File: config.mk
export PLATFORM = sky130hd
export DESIGN_NAME = multicycle_controller
export DESIGN_NICKNAME = d
export VERILOG_FILES = /design/src/rtl/multicycle_controller.sv
export SDC_FILE = /design/constraint.sdc
export NUM_CORES = 1
export LEC_CHECK = 0
export CORE_MARGIN = 2
export CORE_UTILIZATION = 36
export CTS_CLUSTER_SIZE = 12
export DETAILED_ROUTE_END_ITERATION = 12
export HOLD_SLACK_MARGIN = 0.15
export PLACE_DENSITY = 0.66
export SLEW_MARGIN = 30
export SYNTH_ARGS = -nofsm -noshare
export SYNTH_HDL_FRONTEND = slang
export SYNTH_SLANG_ARGS = --single-unit
File: constraint.sdc
create_clock -name clk -period 2.3 [get_ports clk]
set_input_delay 0.345 -clock clk [delete_from_list [all_inputs] [get_ports clk]]
set_output_delay 0.345 -clock clk [all_outputs]
set_load 0.005 [all_outputs]
File: src/rtl/multicycle_controller.sv
// Multi-cycle MIPS control unit: Moore FSM stepping each instruction through
// FETCH / DECODE / EXEC / MEM / WB with configurable memory wait states.
//
// Ports:
//   clk, rst          rising-edge clock, synchronous active-high reset
//   opcode, func      IR[31:26] / IR[5:0], stable from DECODE onward
//   zero              ALU zero flag, used only in BRANCH
//   PCWrite, PCWriteCond, pc_en      PC load controls (pc_en combines zero)
//   IorD, MemRead, MemWrite, IRWrite unified memory / IR controls
//   RegWrite, RegDst, RegData        register file write controls
//   ALUSrcA, ALUSrcB, ALUop, PCSrc   datapath mux / ALU selects
//   instr_done        pulse on the final cycle of each instruction
//   illegal           pulse in DECODE for an unsupported opcode/func
//   state             current state encoding (debug)
module multicycle_controller #(
  parameter int unsigned MEM_LAT = 0,
  parameter int unsigned CNT_W   = 4,
  parameter bit          EN_BNE  = 1'b1
) (
  input  logic       clk,
  input  logic       rst,
  input  logic [5:0] opcode,
  input  logic [5:0] func,
  input  logic       zero,
  output logic       PCWrite,
  output logic       PCWriteCond,
  output logic       pc_en,
  output logic       IorD,
  output logic       MemRead,
  output logic       MemWrite,
  output logic       IRWrite,
  output logic       RegWrite,
  output logic       ALUSrcA,
  output logic [1:0] ALUSrcB,
  output logic [1:0] ALUop,
  output logic [1:0] RegDst,
  output logic [1:0] RegData,
  output logic [1:0] PCSrc,
  output logic       instr_done,
  output logic       illegal,
  output logic [3:0] state
);

  localparam logic [5:0] OP_RTYPE = 6'b000000;
  localparam logic [5:0] OP_J     = 6'b000010;
  localparam logic [5:0] OP_JAL   = 6'b000011;
  localparam logic [5:0] OP_BEQ   = 6'b000100;
  localparam logic [5:0] OP_BNE   = 6'b000101;
  localparam logic [5:0] OP_ADDI  = 6'b001000;
  localparam logic [5:0] OP_SLTI  = 6'b001010;
  localparam logic [5:0] OP_LW    = 6'b100011;
  localparam logic [5:0] OP_SW    = 6'b101011;

  localparam logic [5:0] FN_JR    = 6'b001000;
  localparam logic [5:0] FN_ADD   = 6'b100000;
  localparam logic [5:0] FN_SUB   = 6'b100010;
  localparam logic [5:0] FN_AND   = 6'b100100;
  localparam logic [5:0] FN_OR    = 6'b100101;
  localparam logic [5:0] FN_SLT   = 6'b101010;

  localparam logic [CNT_W-1:0] WAIT_LAST = CNT_W'(MEM_LAT);

  typedef enum logic [3:0] {
    S_FETCH    = 4'd0,
    S_DECODE   = 4'd1,
    S_MEM_ADDR = 4'd2,
    S_MEM_RD   = 4'd3,
    S_MEM_WB   = 4'd4,
    S_MEM_WR   = 4'd5,
    S_R_EXEC   = 4'd6,
    S_R_WB     = 4'd7,
    S_I_EXEC   = 4'd8,
    S_I_WB     = 4'd9,
    S_BRANCH   = 4'd10,
    S_JUMP     = 4'd11,
    S_JAL      = 4'd12,
    S_JR       = 4'd13
  } state_e;

  state_e           state_q, state_d;
  logic [CNT_W-1:0] wcnt_q, wcnt_d;

  // Instruction field decode; the IR is stable from DECODE onward.
  logic is_r, f_add, f_sub, f_and, f_or, f_slt, f_jr, r_alu;
  logic op_addi, op_slti, op_lw, op_sw, op_beq, op_bne, op_j, op_jal;
  logic is_bne, wait_done;

  assign is_r    = (opcode == OP_RTYPE);
  assign f_add   = (func == FN_ADD);
  assign f_sub   = (func == FN_SUB);
  assign f_and   = (func == FN_AND);
  assign f_or    = (func == FN_OR);
  assign f_slt   = (func == FN_SLT);
  assign f_jr    = (func == FN_JR);
  assign r_alu   = f_add | f_sub | f_and | f_or | f_slt;
  assign op_addi = (opcode == OP_ADDI);
  assign op_slti = (opcode == OP_SLTI);
  assign op_lw   = (opcode == OP_LW);
  assign op_sw   = (opcode == OP_SW);
  assign op_beq  = (opcode == OP_BEQ);
  assign op_bne  = EN_BNE && (opcode == OP_BNE);
  assign op_j    = (opcode == OP_J);
  assign op_jal  = (opcode == OP_JAL);
  assign is_bne  = op_bne;

  assign wait_done = (wcnt_q == WAIT_LAST);

  // State and wait-counter registers.
  always_ff @(posedge clk) begin
    if (rst) begin
      state_q <= S_FETCH;
      wcnt_q  <= '0;
    end else begin
      state_q <= state_d;
      wcnt_q  <= wcnt_d;
    end
  end

  // Next-state and Moore output decode; everything is forced low during reset.
  always_comb begin
    state_d     = state_q;
    wcnt_d      = '0;
    PCWrite     = 1'b0;
    PCWriteCond = 1'b0;
    IorD        = 1'b0;
    MemRead     = 1'b0;
    MemWrite    = 1'b0;
    IRWrite     = 1'b0;
    RegWrite    = 1'b0;
    ALUSrcA     = 1'b0;
    ALUSrcB     = 2'b00;
    ALUop       = 2'b00;
    RegDst      = 2'b00;
    RegData     = 2'b00;
    PCSrc       = 2'b00;
    instr_done  = 1'b0;
    illegal     = 1'b0;

    unique case (state_q)
      S_FETCH: begin
        MemRead = 1'b1;
        ALUSrcB = 2'b01;
        if (wait_done) begin
          IRWrite = 1'b1;
          PCWrite = 1'b1;
          state_d = S_DECODE;
        end else begin
          wcnt_d = wcnt_q + CNT_W'(1);
        end
      end
      S_DECODE: begin
        ALUSrcB = 2'b11;
        if (is_r && r_alu)              state_d = S_R_EXEC;
        else if (is_r && f_jr)          state_d = S_JR;
        else if (op_addi || op_slti)    state_d = S_I_EXEC;
        else if (op_lw || op_sw)        state_d = S_MEM_ADDR;
        else if (op_beq || op_bne)      state_d = S_BRANCH;
        else if (op_j)                  state_d = S_JUMP;
        else if (op_jal)                state_d = S_JAL;
        else begin
          // Unsupported encoding retires as a nop.
          illegal    = 1'b1;
          instr_done = 1'b1;
          state_d    = S_FETCH;
        end
      end
      S_R_EXEC: begin
        ALUSrcA = 1'b1;
        if (f_sub || f_slt) ALUop = 2'b01;
        else if (f_and)     ALUop = 2'b10;
        else if (f_or)      ALUop = 2'b11;
        state_d = S_R_WB;
      end
      S_R_WB: begin
        RegDst     = 2'b01;
        RegWrite   = 1'b1;
        RegData    = f_slt ? 2'b10 : 2'b00;
        instr_done = 1'b1;
        state_d    = S_FETCH;
      end
      S_I_EXEC: begin
        ALUSrcA = 1'b1;
        ALUSrcB = 2'b10;
        ALUop   = op_slti ? 2'b01 : 2'b00;
        state_d = S_I_WB;
      end
      S_I_WB: begin
        RegWrite   = 1'b1;
        RegData    = op_slti ? 2'b10 : 2'b00;
        instr_done = 1'b1;
        state_d    = S_FETCH;
      end
      S_MEM_ADDR: begin
        ALUSrcA = 1'b1;
        ALUSrcB = 2'b10;
        state_d = op_lw ? S_MEM_RD : S_MEM_WR;
      end
      S_MEM_RD: begin
        IorD    = 1'b1;
        MemRead = 1'b1;
        if (wait_done) state_d = S_MEM_WB;
        else           wcnt_d  = wcnt_q + CNT_W'(1);
      end
      S_MEM_WB: begin
        RegData    = 2'b01;
        RegWrite   = 1'b1;
        instr_done = 1'b1;
        state_d    = S_FETCH;
      end
      S_MEM_WR: begin
        IorD     = 1'b1;
        MemWrite = 1'b1;
        if (wait_done) begin
          instr_done = 1'b1;
          state_d    = S_FETCH;
        end else begin
          wcnt_d = wcnt_q + CNT_W'(1);
        end
      end
      S_BRANCH: begin
        ALUSrcA     = 1'b1;
        ALUop       = 2'b01;
        PCWriteCond = 1'b1;
        PCSrc       = 2'b01;
        instr_done  = 1'b1;
        state_d     = S_FETCH;
      end
      S_JUMP: begin
        PCWrite    = 1'b1;
        PCSrc      = 2'b10;
        instr_done = 1'b1;
        state_d    = S_FETCH;
      end
      S_JR: begin
        PCWrite    = 1'b1;
        PCSrc      = 2'b11;
        instr_done = 1'b1;
        state_d    = S_FETCH;
      end
      S_JAL: begin
        // PC already holds PC+4 from FETCH, so it is the link value.
        RegDst     = 2'b10;
        RegData    = 2'b11;
        RegWrite   = 1'b1;
        PCWrite    = 1'b1;
        PCSrc      = 2'b10;
        instr_done = 1'b1;
        state_d    = S_FETCH;
      end
      default: state_d = S_FETCH;
    endcase

    if (rst) begin
      PCWrite     = 1'b0;
      PCWriteCond = 1'b0;
      IorD        = 1'b0;
      MemRead     = 1'b0;
      MemWrite    = 1'b0;
      IRWrite     = 1'b0;
      RegWrite    = 1'b0;
      ALUSrcA     = 1'b0;
      ALUSrcB     = 2'b00;
      ALUop       = 2'b00;
      RegDst      = 2'b00;
      RegData     = 2'b00;
      PCSrc       = 2'b00;
      instr_done  = 1'b0;
      illegal     = 1'b0;
    end

    // bne inverts the sense of zero for the conditional PC load.
    pc_en = PCWrite | (PCWriteCond & (zero ^ is_bne));
    state = rst ? 4'd0 : 4'(state_q);
  end

endmodule

==> results.json <==
{
  "status": "finished, final reports clean",
  "share_clk_of_total_power_pct": 21.5,
  "slew_violations": 0,
  "worst_pin_slew_ns": 0.463,
  "dieArea_um2": 3720,
  "dp_hpwl_um": 3090,
  "relSlewSlack_pct": 69.1,
  "tns_ns": 0,
  "fin_skew_ns": 0.000951,
  "p_int_w": 0.000323,
  "hold_path.class": "reg2reg",
  "rrSetupSlack_ns": 0.32,
  "min_period_ns": 2.26,
  "place_ws_ns": -0.358,
  "numCtsBuffers": 3,
  "routedWlPerCell_um": 14.0,
  "syn-cell-area_um2": 1170,
  "root_buffer": "clkbuf_4",
  "ir_worst_vdd_mv": 0.221,
  "antenna_found_initial": 0,
  "hold_buffers": 0,
  "postRouteAntennaNets": 0,
  "cts_tree": "yes",
  "ys_ff_latch": 8,
  "clkLatencyLatePin_ns": 0.25,
  "cp_top_family": "buffers and inverters",
  "total_power_w": 0.000483,
  "num_vias": 1573,
  "core_area_um2": 3080,
  "antenna_cells": 0,
  "path_buf_inv": 3,
  "timing.final.ws_setup_ns": 0.0364,
  "synth-seq-area-share_pct": 13.7,
  "avgSynthCellArea_um2": 6.68,
  "clk_path_buf_depth": 2,
  "critical_path_peak_fanout": 6,
  "num_rows": 20,
  "gr-total-overflow": 0,
  "netlist_instances": 175,
  "netSwitchingFraction_pct": 33.0,
  "worstReg2RegEnd": "state_q[0]",
  "design_area_um2": 2020,
  "synth_ff_type": "dfxtp_1",
  "path_cells": "dlygate4sd2_1 > nor4_4 > nand3_2 > o311a_1 > buf_4 > o21bai_1 > clkbuf_2",
  "seqPwrFrac_pct": 30.0,
  "cp-end-kind": "output pin",
  "pin_count": 40,
  "hold_end": "wcnt_q[0]",
  "rsz0062_at_grt": "true",
  "r2r_start": "state_q[1]",
  "viasPerCell": 5.35,
  "port-buffer-count": 39,
  "worstHoldStart": "wcnt_q[0]",
  "fin_crit_sh_pct": 98.4,
  "cp-start-kind": "input pin",
  "die_x_um": 61.0,
  "path_class": "in2out",
  "grtUsageTotal_pct": 22.8,
  "startpoint": "opcode[5]",
  "max_freq_mhz": 442,
  "clkTransAtPathRegs_ns": 0.05,
  "p_per_area_nw_per_um2": 239,
  "combinationalPowerShare_pct": 48.5,
  "grt_max_degree": 21,
  "grt_pass1_wl_um": 6440,
  "crit_arrival_ns": 1.92,
  "drtPass1Iterations": 4,
  "reg2regPathDepth": 7,
  "synth_edf_count": 0,
  "final-setup-viol-count": 0,
  "dpl_cell_area_um2": 1830,
  "hold_viol": 0,
  "worstHoldPathCells": 2,
  "ys_types": 52,
  "cts_sinks": 8,
  "synth_nets": 192,
  "switching_power_w": 0.000159,
  "p_leak_nw": 0.898,
  "cp_slowest_cell": "dlygate4sd2_1",
  "routed_wl_um": 4120,
  "die_h_um": 61.0,
  "cts.htree.levels": 1,
  "drt_iter0_markers": 63,
  "drive_gt1_share_pct": 34.0,
  "drc_errors": 0,
  "cap_violations": 0,
  "final_nets": 269,
  "yosys_warnings": 0,
  "area_growth_pct": 72.7,
  "start_util_pct": 38.0,
  "max_stage_delay_ns": 0.38,
  "place.gp.congestion": 0.873,
  "required_ns": 1.96,
  "async_reset_ff_share_pct": 0,
  "grt_pass1_vias": 1417
}
metrics by stage:
stage	hold slack, ns	util (%)	cells
global route	0.541	65.6	294
detailed placement	0.502	59.5	283
global placement	0.492	59.5	283
floorplan	0.430	-	175
CTS	0.521	63.0	290
finish	0.520	65.6	294
registers in the layout, indices dropped and copies added, names as in the netlist:
signal   flops
state_q      4
wcnt_q       4
power by group through the flow:
stage	registers [W]	clock network [W]	logic (W)
finish	0.000145	0.000104	0.000234
global route	0.000145	0.000116	0.000251
CTS	0.000145	0.000107	0.000222
detailed placement	0.000147	0	0.000216
global placement	0.000147	0	0.000214
floorplan	0.000145	0	0.000106
routing by layer:
layer | GRT usage (%) | wire length, µm
met1 | 29.2 | 1860
met2 | 40.4 | 2050
met3 | 4.69 | 164
met4 | 2.80 | 42
met5 | 0 | 0
layout make-up:
class                           instances  area (µm²)
Fill cell                             286        1060
Multi-Input combinational cell        143        1000
Timing Repair Buffer                   87         734
Sequential cell                         8         165
Tap cell                               44        55.1
Inverter                                9        36.3
Clock buffer                            3        22.5
synthesized netlist by cell type, drive strengths merged, types with 2 or more instances:
cell | number | share of area [%]
a211o | 2 | 1.5
nand3 | 7 | 3.4
nor4 | 5 | 4.0
inv | 9 | 2.9
o31ai | 2 | 1.3
nor2 | 24 | 7.7
buf | 7 | 4.5
nor3 | 12 | 5.1
nand2 | 12 | 3.9
a21oi | 16 | 7.2
dfxtp | 8 | 14
and3 | 3 | 1.6
ha | 2 | 2.1
a21o | 4 | 2.6
nand2b | 9 | 4.8
nor3b | 4 | 3.0
xor2 | 3 | 2.2
nor2b | 6 | 3.2
xnor2 | 2 | 1.5
o21ai | 7 | 3.0
clkbuf | 8 | 2.7
placed cells by master, fill, tap and decap left out, types with 2 or more instances in the layout:
master           Yosys  layout
dfxtp_1              8       4
nor2b_2              0       2
nand3_2              1       2
a21oi_2              1       2
buf_4                0      47
o31ai_1              2       2
xor2_1               3       3
nand2_1             12      12
a21o_1               4       4
ha_1                 2       2
nor4_1               4       2
dfxtp_2              0       4
nor3_2               0       4
nor2_1              24      23
a21oi_1             15      14
nor4_4               1       3
clkbuf_2             1       3
inv_2                0       2
a211o_1              2       2
dlygate4sd2_1        0      12
o21ai_1              1       2
dlymetal6s2s_1       0       4
clkdlybuf4s50_1      0      20
nor2b_1              6       4
nand2b_1             9       8
nand3_1              6       5
and3_1               3       2
inv_1                9       6
o21ai_0              6       5
xnor2_1              2       2
nor3b_2              1       2
clkbuf_4             0       3
nor3_1              12       8
worst reg2reg max path, stage by stage (launching register included):
cell	delay, ns
dfxtp_2	0.35
buf_4	0.17
buf_4	0.15
or4b_1	0.54
nor3_1	0.24
o211ai_1	0.17
a21oi_1	0.21
a21o_1	0.11
worst max path at each step:
| stage | slack (ns) | to | cells after the start |
|---|---|---|---|
| 2_1_floorplan | 0.31 | pc_en | 7 |
| 3_3_place_gp | -0.36 | ALUop[0] | 7 |
| 3_5_place_dp | -0.36 | instr_done | 7 |
| 4_1_cts | -0.10 | instr_done | 10 |
| 5_1_grt | -0.03 | pc_en | 7 |
| 6_report | 0.04 | instr_done | 7 |
logic make-up (layout without fill, tap and decap cells):
family / after synthesis / after routing / share of synthesized area [%]
simple gates: 90 / 90 / 42.4
compound gates: 46 / 46 / 27.9
buf+inv: 24 / 99 / 10.1
flops: 8 / 8 / 13.7
xor+xnor: 5 / 5 / 3.75
fa+ha+maj: 2 / 2 / 2.14
what timing repair did:
item / in CTS / in global routing
resized for setup: 35 / 23
pin swaps: 7 / 9
setup endpoints to repair: 12 / 11
gates cloned: 0 / 0
buffers inserted: 4 / 4
Power figures use the tool's default switching activity.
